`src/rtl/riscv_pkg.sv`:
```
// Shared types for the pipeline hazard controller: forwarding-select codes,
// base opcodes and the shadow-slot record that tracks each in-flight instruction.
package riscv_pkg;

  typedef enum logic [1:0] {
    FWD_RF  = 2'b00,
    FWD_MEM = 2'b01,
    FWD_WB  = 2'b10
  } fwd_sel_e;

  localparam logic [6:0] OP_R      = 7'b0110011;
  localparam logic [6:0] OP_I      = 7'b0010011;
  localparam logic [6:0] OP_LW     = 7'b0000011;
  localparam logic [6:0] OP_SW     = 7'b0100011;
  localparam logic [6:0] OP_BRANCH = 7'b1100011;
  localparam logic [6:0] OP_JAL    = 7'b1101111;
  localparam logic [6:0] OP_AUIPC  = 7'b0010111;

  // Slot register fields are sized for up to 256 registers; REG_AW must not exceed this.
  localparam int SLOT_AW = 8;

  typedef struct packed {
    logic               valid;
    logic [SLOT_AW-1:0] rd;
    logic               we;
    logic               is_load;
    logic [SLOT_AW-1:0] rs1;
    logic [SLOT_AW-1:0] rs2;
    logic               use_rs1;
    logic               use_rs2;
  } slot_t;

  // A slot produces a value some reader needs; x0 never counts.
  function automatic logic raw_hit(slot_t w, logic use_src, logic [SLOT_AW-1:0] src);
    return w.valid && w.we && (w.rd != '0) && use_src && (w.rd == src);
  endfunction

endpackage

```
`src/rtl/mul_stall_timer.sv`:
```
// MUL occupancy timer: loads MUL_LAT-1 when a MUL enters EX and reports busy
// until the down-counter reaches its terminal count of zero.
module mul_stall_timer #(
  parameter int MUL_LAT = 3
) (
  input  logic clock,
  input  logic reset,
  input  logic load,
  output logic busy
);

  localparam logic [3:0] LOAD_VAL = 4'(MUL_LAT - 1);

  logic [3:0] cnt_q;

  always_ff @(posedge clock or negedge reset) begin
    if (!reset) begin
      cnt_q <= '0;
    end else if (load) begin
      cnt_q <= LOAD_VAL;
    end else if (cnt_q != '0) begin
      cnt_q <= cnt_q - 4'd1;
    end
  end

  assign busy = (cnt_q != '0);

endmodule

```
`src/rtl/pipe_hazard_ctrl.sv`:
```
// Hazard unit for a 5-stage pipe: load-use/RAW stalls, MUL hold, redirect flush,
// operand forwarding (only when HAZ_FWD_EN is defined) and a stall counter.
module pipe_hazard_ctrl #(
  parameter int REG_AW  = 5,
  parameter int MUL_LAT = 3,
  parameter int CNT_W   = 16
) (
  input  logic              clock,
  input  logic              reset,
  input  logic              id_valid,
  input  logic [REG_AW-1:0] id_rs1,
  input  logic [REG_AW-1:0] id_rs2,
  input  logic              id_use_rs1,
  input  logic              id_use_rs2,
  input  logic [REG_AW-1:0] id_rd,
  input  logic              id_we,
  input  logic              id_is_load,
  input  logic              id_is_mul,
  input  logic              ex_redirect,
  output logic              stall_pc,
  output logic              stall_if_id,
  output logic              hold_ex,
  output logic              flush_if_id,
  output logic              flush_id_ex,
  output logic              bubble_ex_mem,
  output logic [1:0]        fwd_a_sel,
  output logic [1:0]        fwd_b_sel,
  output logic [CNT_W-1:0]  stall_cnt
);

  import riscv_pkg::*;

  slot_t              ex_q, mem_q, wb_q, id_slot;
  logic [SLOT_AW-1:0] id_rs1_w, id_rs2_w;
  logic               mul_busy, redirect, data_haz, issue;
  logic               slot_unused;

  assign id_rs1_w = SLOT_AW'(id_rs1);
  assign id_rs2_w = SLOT_AW'(id_rs2);

  always_comb begin
    id_slot         = '0;
    id_slot.valid   = 1'b1;
    id_slot.rd      = SLOT_AW'(id_rd);
    id_slot.we      = id_we;
    id_slot.is_load = id_is_load;
    id_slot.rs1     = id_rs1_w;
    id_slot.rs2     = id_rs2_w;
    id_slot.use_rs1 = id_use_rs1;
    id_slot.use_rs2 = id_use_rs2;
  end

`ifdef HAZ_FWD_EN
  assign data_haz = id_valid && ex_q.is_load &&
                    (raw_hit(ex_q, id_use_rs1, id_rs1_w) || raw_hit(ex_q, id_use_rs2, id_rs2_w));

  always_comb begin
    fwd_a_sel = FWD_RF;
    fwd_b_sel = FWD_RF;
    if (ex_q.valid) begin
      if (raw_hit(mem_q, ex_q.use_rs1, ex_q.rs1))     fwd_a_sel = FWD_MEM;
      else if (raw_hit(wb_q, ex_q.use_rs1, ex_q.rs1)) fwd_a_sel = FWD_WB;
      if (raw_hit(mem_q, ex_q.use_rs2, ex_q.rs2))     fwd_b_sel = FWD_MEM;
      else if (raw_hit(wb_q, ex_q.use_rs2, ex_q.rs2)) fwd_b_sel = FWD_WB;
    end
  end
`else
  // No bypass network: wait until the producer reaches WB (write-first regfile).
  assign data_haz = id_valid &&
                    (raw_hit(ex_q,  id_use_rs1, id_rs1_w) || raw_hit(ex_q,  id_use_rs2, id_rs2_w) ||
                     raw_hit(mem_q, id_use_rs1, id_rs1_w) || raw_hit(mem_q, id_use_rs2, id_rs2_w));
  assign fwd_a_sel = FWD_RF;
  assign fwd_b_sel = FWD_RF;
`endif

  // Not every slot field feeds logic in every build.
  assign slot_unused = ^{ex_q, mem_q, wb_q};

  mul_stall_timer #(.MUL_LAT(MUL_LAT)) u_mul_timer (
    .clock (clock),
    .reset (reset),
    .load  (issue && id_is_mul),
    .busy  (mul_busy)
  );

  // Redirect wins over a data stall but is ignored while a MUL holds EX.
  assign redirect      = ex_redirect && !mul_busy;
  assign stall_pc      = reset && (mul_busy || (data_haz && !redirect));
  assign stall_if_id   = stall_pc;
  assign hold_ex       = reset && mul_busy;
  assign bubble_ex_mem = hold_ex;
  assign flush_if_id   = reset && redirect;
  assign flush_id_ex   = reset && (redirect || (data_haz && !mul_busy));
  assign issue         = id_valid && !stall_pc && !flush_id_ex;

  always_ff @(posedge clock or negedge reset) begin
    if (!reset) begin
      ex_q      <= '0;
      mem_q     <= '0;
      wb_q      <= '0;
      stall_cnt <= '0;
    end else begin
      wb_q <= mem_q;
      if (mul_busy) begin
        mem_q <= '0;
      end else begin
        mem_q <= ex_q;
        ex_q  <= issue ? id_slot : '0;
      end
      if (stall_pc && (stall_cnt != '1)) stall_cnt <= stall_cnt + CNT_W'(1);
    end
  end

endmodule

```
`config.mk`:
```
export PLATFORM = sky130hd
export DESIGN_NAME = pipe_hazard_ctrl
export DESIGN_NICKNAME = d
export VERILOG_FILES = /design/src/rtl/riscv_pkg.sv /design/src/rtl/mul_stall_timer.sv /design/src/rtl/pipe_hazard_ctrl.sv
export SDC_FILE = /design/constraint.sdc
export NUM_CORES = 1
export LEC_CHECK = 0
export CORE_MARGIN = 8
export CORE_UTILIZATION = 53
export CTS_CLUSTER_DIAMETER = 40
export DETAILED_ROUTE_END_ITERATION = 16
export PLACE_DENSITY = 0.88
export SYNTH_ARGS = -nofsm -noshare
export SYNTH_HDL_FRONTEND = slang
export SYNTH_SLANG_ARGS = --single-unit
```
`constraint.sdc`:
```
create_clock -name clock -period 7.11 [get_ports clock]
set_input_delay 1.7775 -clock clock [delete_from_list [all_inputs] [get_ports clock]]
set_output_delay 1.7775 -clock clock [all_outputs]
set_load 0.01 [all_outputs]
```
Yosys cells after proc, flatten, opt, wreduce, memory -nomap -nowiden
Index checks and enable logic that the tools add are counted.
{"block": "op_classes", "mux": 4, "eq_ne": 5, "reduce_logical": 37, "n_addsub": 2}
{"operator": "$mux 29", "n": 2}
{"operator": "$eq 8x5->1", "n": 4}
{"operator": "$logic_and 1x1->1", "n": 24}
{"operator": "$add 16x1->16 const B", "n": 1}
{"operator": "$ne 16x16->1 const B", "n": 1}
{"operator": "$reduce_bool 8->1", "n": 2}
{"operator": "$mux 4", "n": 2}
{"operator": "$logic_or 1x1->1", "n": 5}
{"operator": "$logic_not 1->1", "n": 4}
{"operator": "$reduce_bool 4->1", "n": 1}
{"operator": "$sub 4x1->4 const B", "n": 1}
{"operator": "$reduce_bool 2->1", "n": 1}
{"block": "totals", "wordCells": 61, "ff_bits": 59, "out_inout_bits": 26}

Longest topological paths before layout
Gate-level depths: netlist of the first run.
{"block": "logic_depth", "ltp_word": 16, "ltp_mapped": 8}

Hierarchy
A second synthesis of the first run with hierarchy kept.
{"block": "unflattened", "hier_cells": 181, "hier_area_um2": 1911.8}
{"module": "pipe_hazard_ctrl", "area_per_inst_um2": 1677.9, "cells_per_inst": 159, "n_inst": 1, "seq_area_each_um2": 750.7}
{"module": "mul_stall_timer", "area_per_inst_um2": 234.0, "cells_per_inst": 22, "n_inst": 1, "seq_area_each_um2": 100.1}

Least setup slack after synthesis of the first run
No wires, ideal clock.
{"block": "synth_path", "kind": "in2out", "startpoint": "input port id_rs1[0]", "endpoint": "output port stall_pc", "path_slack_ps": 2485, "n_path_buf": 1, "arrival_time_ps": 2847, "required_ps": 5332, "cell_stages": 6, "path_cell_list": "xnor2_1 > nand4_1 > o22ai_1 > a22o_4 > or2_4 > buf_4"}
{"block": "synth_between", "elab_chain_cells": 9}
{"element": "from (decl)", "line_no": "pipe_hazard_ctrl.sv:11", "source": "input logic [REG_AW-1:0] id_rs1,"}
{"element": "$eq 8x5->1", "line_no": "riscv_pkg.sv:35", "source": "return w.valid && w.we && (w.rd != '0) && use_src && (w.rd == src);"}
{"element": "$logic_and 1x1->1", "line_no": "riscv_pkg.sv:35"}
{"element": "$logic_or 1x1->1", "line_no": "pipe_hazard_ctrl.sv:70", "source": "(raw_hit(ex_q, id_use_rs1, id_rs1_w) || raw_hit(ex_q, id_use_rs2, id_rs2_w) ||"}
{"element": "$logic_or 1x1->1 *", "line_no": "pipe_hazard_ctrl.sv:70"}
{"element": "$logic_or 1x1->1 *", "line_no": "pipe_hazard_ctrl.sv:71", "source": "raw_hit(mem_q, id_use_rs1, id_rs1_w) || raw_hit(mem_q, id_use_rs2, id_rs2_w));"}
{"element": "$logic_and 1x1->1 *", "line_no": "pipe_hazard_ctrl.sv:69", "source": "assign data_haz = id_valid &&"}
{"element": "$logic_and 1x1->1 *", "line_no": "pipe_hazard_ctrl.sv:88", "source": "assign stall_pc = reset && (mul_busy || (data_haz && !redirect));"}
{"element": "$logic_or 1x1->1 *", "line_no": "pipe_hazard_ctrl.sv:88"}
{"element": "$logic_and 1x1->1 *", "line_no": "pipe_hazard_ctrl.sv:88"}
{"element": "to (decl)", "line_no": "pipe_hazard_ctrl.sv:20", "source": "output logic stall_pc,"}
Every way passes the cells marked *; elsewhere a longest branch is shown, timed or not.

Worst setup path after layout of the first run
{"block": "layout_path", "startpoint": "input port id_rs1[3]", "endpoint": "output port flush_id_ex"}
{"block": "layout_between", "elab_chain_cells": 9}
{"element": "$eq 8x5->1", "line_no": "riscv_pkg.sv:35"}
{"element": "$logic_and 1x1->1", "line_no": "riscv_pkg.sv:35"}
{"element": "$logic_or 1x1->1", "line_no": "pipe_hazard_ctrl.sv:70"}
{"element": "$logic_or 1x1->1 *", "line_no": "pipe_hazard_ctrl.sv:70"}
{"element": "$logic_or 1x1->1 *", "line_no": "pipe_hazard_ctrl.sv:71"}
{"element": "$logic_and 1x1->1 *", "line_no": "pipe_hazard_ctrl.sv:69"}
{"element": "$logic_and 1x1->1 *", "line_no": "pipe_hazard_ctrl.sv:93", "source": "assign flush_id_ex = reset && (redirect || (data_haz && !mul_busy));"}
{"element": "$logic_or 1x1->1 *", "line_no": "pipe_hazard_ctrl.sv:93"}
{"element": "$logic_and 1x1->1 *", "line_no": "pipe_hazard_ctrl.sv:93"}
{"element": "to (decl)", "line_no": "pipe_hazard_ctrl.sv:24", "source": "output logic flush_id_ex,"}
Marked as above.

==> run summary, run 1 <==
# nets final -> 269
Pleak -> 1.155 nW
Area Growth Syn to Fin -> 27.13%
# Post-CTS Setup Buffers -> 0
CP Cell Sequence -> clkdlybuf4s50_1 -> xnor2_1 -> nand4_1 -> o22ai_1 -> a22o_2 -> a21oi_1 -> nor2_1 -> clkdlybuf4s50_1
Avg Cell Area, Syn -> 10.35 um^2
Fin Setup TNS -> 0 ps
CP delay by family, top -> buffers and inverters
Share of layout cells above drive strength 1 -> 12.76%
Slew headroom -> 57.54%
YS warnings -> 0
Clk_lat worst skew -> 290 ps
Max Slew Vio Count -> 0
RSZ-0062 raised after global routing -> false
Slowest-stage cell, CP -> clkdlybuf4s50_1
Fillers -> 302
CTS Buffer Depth -> 2
Vias in the first global route -> 1,725
Site Rows -> 22
Startpoint types -> primary input
Crit end category -> output port
Initial drt markers -> 132
Drt wl/cell -> 16.81 um
Io pins -> 50
CTS tree -> done
CTS buffer count -> 5
Share of the synthesized area in the top cell type -> 41.74%
Vias per cell -> 5.694
Die X-Extent -> 78.02 um
ANT cells -> 0
Fin crit period -> 5855 ps
Clock Sinks -> 34
Yosys reg bits -> 34
Reg clk slew, reported paths -> 60 ps
Routed WL -> 4891 um
Global-route wire length before repair -> 8004 um
Status -> complete, no violations
GRT Total Usage -> 16.35%
Pre-antenna DRT Iters -> 4
CTS root buffer -> clkbuf_8
Crit path largest cell delay -> 550 ps
Initial antenna violation count -> 0
Tot Pwr -> 0.7698 mW
Fmax -> 170.8 MHz
CTS Hold Bufs -> 0
Crit path top cell by count -> clkdlybuf4s50_1
Post_cts resized -> 0
Ys flop type -> dfrtp_1
CP required -> 5330 ps
Remaining global-route overflow -> 0
Pwr Density -> 297.1 nW/um^2
Layout Utilization -> 70.25%
Detail Route Antenna Nets -> 0
Post-synth EDFFs -> 0
Die area -> 6086 um^2
Buffers on Ports -> 44
Final Hold Vio Count -> 0
Post-Synthesis Cells -> 197
Dpl cells -> 283
Setup WS pre-CTS -> 1294 ps
Fin worst setup slack -> 1255 ps
Slew at the pin with the worst max-slew slack -> 636.9 ps
Dominant cells by area after synthesis -> dfrtp_1, xnor2_1, and3_1
Number of max-cap violations -> 0
Finished Cell Area -> 2591 um^2
Largest net degree at the start of global routing -> 35
Critical Path AT -> 4080 ps
Mapped Area -> 2038 um^2
Library cells used by synthesis -> 52
Final setup fails -> 0
Placer Congestion -> 0.8107
Crit Path Max Fanout -> 4
Remaining DRCs -> 0
Cell Area, Placed -> 2481 um^2
Hold WC Path Type -> reg -> reg
Dpl hpwl -> 3637 um
Worst clock skew -> 6.147 ps
Die Y -> 78.02 um
Post-route insts no fill -> 291
H-tree levels -> 2
Sequential area share after synthesis -> 41.74%
Starting density of the core -> 55.26%
Buf+Inv Stages, Crit Path -> 2
Core area -> 3689 um^2
WHS -> 504.5 ps
Setup Crit Path Kind -> in -> out
Dominant cell type by area after synthesis -> dfrtp_1
Final cycle utilization of the critical path -> 82.35%
Total number of vias -> 1,657
FFs w/ async S/R, synth -> 100.0%
Peak VDD IR -> 0.1766 mV
==> Yosys cell counts (2+ instances only) <==
| cell type | number |
|---|---|
| dfrtp_1 | 34 |
| xnor2_1 | 23 |
| nand2_1 | 15 |
| and3_1 | 11 |
| nor2_1 | 9 |
| a22o_1 | 7 |
| xor2_1 | 7 |
| a211oi_1 | 6 |
| and2_1 | 6 |
| buf_4 | 6 |
| inv_1 | 6 |
| nand4_1 | 6 |
| a21oi_1 | 4 |
| o21ai_0 | 4 |
| a31oi_1 | 3 |
| ha_1 | 3 |
| or3_1 | 3 |
| a211o_2 | 2 |
| a21o_1 | 2 |
| a22o_2 | 2 |
| and3_2 | 2 |
| and4_1 | 2 |
| clkbuf_1 | 2 |
| mux2i_1 | 2 |
| nand3_1 | 2 |
| o22ai_1 | 2 |
==> cell usage in the layout, fill, tap and decap left out, drive strengths merged, types with 2 or more instances in the layout <==
cell,synthesis,layout
mux2,2,2
xor2,7,7
conb,1,4
buf,6,2
a211o,2,2
a22o,10,10
o22ai,2,2
clkbuf,4,8
ha,3,3
nand3,2,2
o311a,2,2
and3,14,14
mux2i,2,2
or2,2,2
a21o,2,2
o21ai,5,5
nand2,16,16
nand4,6,6
dfrtp,34,34
inv,6,6
nor2,9,9
xnor2,23,23
clkdlybuf4s50,0,43
or3,3,3
a21oi,5,5
a31oi,3,3
a211oi,7,7
and2,8,8
and4,2,2
==> kinds of logic after synthesis <==
| logic type | after synthesis | share of synthesized area (%) |
|---|---|---|
| other | 1 | 0.1840 |
| adder cells (fa/ha/maj) | 3 | 1.842 |
| multiplexers | 4 | 2.271 |
| XOR/XNOR | 30 | 12.89 |
| AO/OA/AOI/OAI | 44 | 18.60 |
| flip-flops | 34 | 41.74 |
| AND/OR/NAND/NOR | 65 | 17.86 |
| buffers and inverters | 16 | 4.604 |
==> routing by layer <==
layer | global-route usage (%) | vias to the layer above | wire [um]
li1 | - | 795 | -
met2 | 26.57 | 58 | 2403
met4 | 10.19 | 0 | 124
met1 | 18.89 | 791 | 2059
met5 | 0 | - | 0
met3 | 4.328 | 13 | 304
==> layout make-up <==
cell class	instances	area (um^2)	share of cell area [%]
multi-input combinational	150	1105	42.64
clock buffer	8	110.1	4.249
timing repair buffer	45	442.9	17.09
tap	48	60.06	2.318
sequential	34	850.8	32.83
inverter	6	22.52	0.8691
==> worst reg2reg max path, cell delays in order (launching register included) <==
cell and delay (ps):
dfrtp_1 460, or3_1 380, o311a_1 360, and2_4 190, a32oi_4 350, a21oi_2 130
mux2_4 320
==> final timing paths <==
kind | depth (start not counted) | endpoint | start | slack (ps)
hold / removal | 1 | ex_q[28] | ex_q[28] | 500
setup / recovery | 8 | flush_id_ex | id_rs1[3] | 1250
setup reg to reg | 6 | stall_cnt[1] | ex_q[21] | 4810
hold reg to reg | 1 | ex_q[28] | ex_q[28] | 500
max in group asynchronous | 2 | mem_q[28] | reset | 5160
min in group asynchronous | 1 | stall_cnt[12] | reset | 1310
==> registers in the layout, summed over array words and instances (netlist names) <==
name,cells
mem_q,7
stall_cnt,16
u_mul_timer.cnt_q,4
ex_q,7
==> report_power, final <==
group          internal, mW  switching, mW
Clock                0.0977         0.0676
Combinational         0.158          0.137
Sequential            0.247         0.0626
Note: power is estimated with default switching activity, not from simulation.
==> inputs of run 2 (changes only) <==
--- a/config.mk
+++ b/config.mk
@@ -6,10 +6,10 @@
 export NUM_CORES = 1
 export LEC_CHECK = 0
 export CORE_MARGIN = 8
-export CORE_UTILIZATION = 53
+export CORE_UTILIZATION = 49
 export CTS_CLUSTER_DIAMETER = 40
 export DETAILED_ROUTE_END_ITERATION = 16
-export PLACE_DENSITY = 0.88
+export PLACE_DENSITY = 0.82
 export SYNTH_ARGS = -nofsm -noshare
 export SYNTH_HDL_FRONTEND = slang
 export SYNTH_SLANG_ARGS = --single-unit
==> constraint.sdc (replaced) <==
create_clock -name clock -period 5.96 [get_ports clock]
set_input_delay 1.49 -clock clock [delete_from_list [all_inputs] [get_ports clock]]
set_output_delay 1.49 -clock clock [all_outputs]
set_load 0.01 [all_outputs]
==> run 2 against run 1 <==
Against the previous run: sequential power rose by 19%; via count is 1.3% lower; utilization fell by 5.9 points; clock power up 7%; combinational power up 17%; flip-flop and latch count unchanged; non-clock buffer count did not move.
==> run summary, run 2 (synthesis results as in run 1) <==
RSZ-0062 raised after global routing -> false
Largest net degree at the start of global routing -> 35
Vias in the first global route -> 1,707
Commonest non-fill, non-tap cell in the layout -> clkdlybuf4s50_1
CTS tree -> done
Die area -> 6479 um^2
Pwr Density -> 346.0 nW/um^2
Drt wl/cell -> 15.88 um
Dpl hpwl -> 3537 um
Final Hold Vio Count -> 0
Core area -> 4000 um^2
Pleak -> 1.146 nW
Share of layout cells above drive strength 1 -> 12.35%
Clk_lat worst skew -> 290 ps
Remaining DRCs -> 0
GRT Total Usage -> 15.55%
Fin Setup TNS -> 0 ps
CP Cell Sequence -> clkdlybuf4s50_1 -> xnor2_1 -> nand4_1 -> o22ai_1 -> a22o_2 -> a21oi_1 -> nor2_1 -> clkdlybuf4s50_1
Peak VDD IR -> 0.2375 mV
Routed WL -> 4653 um
Status -> complete, no violations
Total number of vias -> 1,636
Most frequent cells in the layout -> clkdlybuf4s50_1, dfrtp_1, xnor2_1
Fin crit period -> 5310 ps
Pre-antenna DRT Iters -> 4
Max reg flops -> 16
Post-route insts no fill -> 293
Starting density of the core -> 50.95%
CP required -> 4470 ps
ANT cells -> 0
Die X-Extent -> 80.50 um
Crit Path Max Fanout -> 4
Slew headroom -> 55.19%
Fmax -> 188.3 MHz
Part of the power in registers -> 41.4%
Site Rows -> 23
Slowest-stage cell, CP -> o22ai_1
Number of max-cap violations -> 0
Startpoint types -> primary input
Post_cts resized -> 0
Worst clock skew -> 9.333 ps
Switching component of the power -> 0.3158 mW
P_int -> 0.5751 mW
Buffers on Ports -> 44
CTS Hold Bufs -> 0
Crit path largest cell delay -> 560 ps
Remaining global-route overflow -> 0
Initial antenna violation count -> 0
Crit end category -> output port
Clock Power Share -> 19.7%
CTS buffer count -> 5
Reg clk slew, reported paths -> 60 ps
Detail Route Antenna Nets -> 0
CTS root buffer -> clkbuf_8
Crit path top cell by count -> clkdlybuf4s50_1
Slew at the pin with the worst max-slew slack -> 672.2 ps
Clock Sinks -> 34
Die Y -> 80.50 um
Final setup fails -> 0
Sw Ratio -> 35.45%
CTS Buffer Depth -> 2
Area Growth Syn to Fin -> 26.34%
Final cycle utilization of the critical path -> 89.09%
Initial drt markers -> 81
Critical Path AT -> 3820 ps
Fillers -> 341
Io pins -> 50
Global-route wire length before repair -> 7879 um
H-tree levels -> 2
# Post-CTS Setup Buffers -> 0
Hold WC Path Type -> reg -> reg
Largest regs -> stall_cnt x16, ex_q x7, mem_q x7
Dpl cells -> 285
Placer Congestion -> 0.8243
Biggest register -> stall_cnt
Vias per cell -> 5.584
Combinational power share -> 38.8%
# nets final -> 269
Max Slew Vio Count -> 0
Setup Crit Path Kind -> in -> out
==> run 2: through the flow <==
step	hold slack [ps]	util [%]	total power [mW]	setup slack (ps)	cell area [um^2]
after floorplan	464.0	-	0.5955	1910	2049
after global placement	480.0	62.09	0.7113	742.0	2484
after detailed placement	493.8	62.09	0.7203	683.9	2484
after CTS	508.6	64.37	0.9004	661.2	2575
after global routing	534.8	64.37	0.9512	535.5	2575
final	514.2	64.37	0.8909	649.9	2575
==> run 2: cell type report <==
cell class | count | area [um^2] | area share (%)
Clock buffer | 7 | 86.33 | 3.353
Clock inverter | 1 | 5.005 | 0.1944
Inverter | 6 | 22.52 | 0.8746
Multi-Input combinational cell | 150 | 1105 | 42.91
Sequential cell | 34 | 850.8 | 33.04
Tap cell | 50 | 62.56 | 2.430
Timing Repair Buffer | 45 | 442.9 | 17.20
==> run 2: critical path, delay by kind of cell <==
kind | cells | cell delay (ps)
AND/OR/NAND/NOR | 2 | 210
XOR/XNOR | 1 | 170
AO/OA/AOI/OAI | 3 | 880
buffers and inverters | 2 | 1070
==> run 2: power by group through the flow <==
| stage | Sequential, mW | Clock, mW | Combinational, mW |
|---|---|---|---|
| after global routing | 0.380 | 0.189 | 0.382 |
| after floorplan | 0.363 | 0 | 0.233 |
| after global placement | 0.369 | 0 | 0.342 |
| after detailed placement | 0.372 | 0 | 0.348 |
| final | 0.369 | 0.176 | 0.346 |
| after CTS | 0.369 | 0.180 | 0.351 |
==> run 2: routing by layer <==
| layer | GRT usage, % | part of all wire, % | vias to the layer above |
|---|---|---|---|
| li1 | - | - | 792 |
| met1 | 18.12 | 43 | 783 |
| met2 | 24.70 | 48 | 50 |
| met3 | 5.022 | 6.9 | 11 |
| met4 | 8.364 | 2.3 | 0 |
| met5 | 0 | 0 | - |
==> run 2: final timing paths <==
kind                            cells after the start       from  slack (ps)            end
worst min register to register                      1   ex_q[28]         510       ex_q[28]
worst min-delay path                                1   ex_q[28]         510       ex_q[28]
max in group asynchronous                           2      reset        4290       ex_q[23]
min in group asynchronous                           1      reset        1030  stall_cnt[14]
worst max register to register                      6   ex_q[20]        3660   stall_cnt[1]
worst max-delay path                                8  id_rs2[3]         650    flush_id_ex
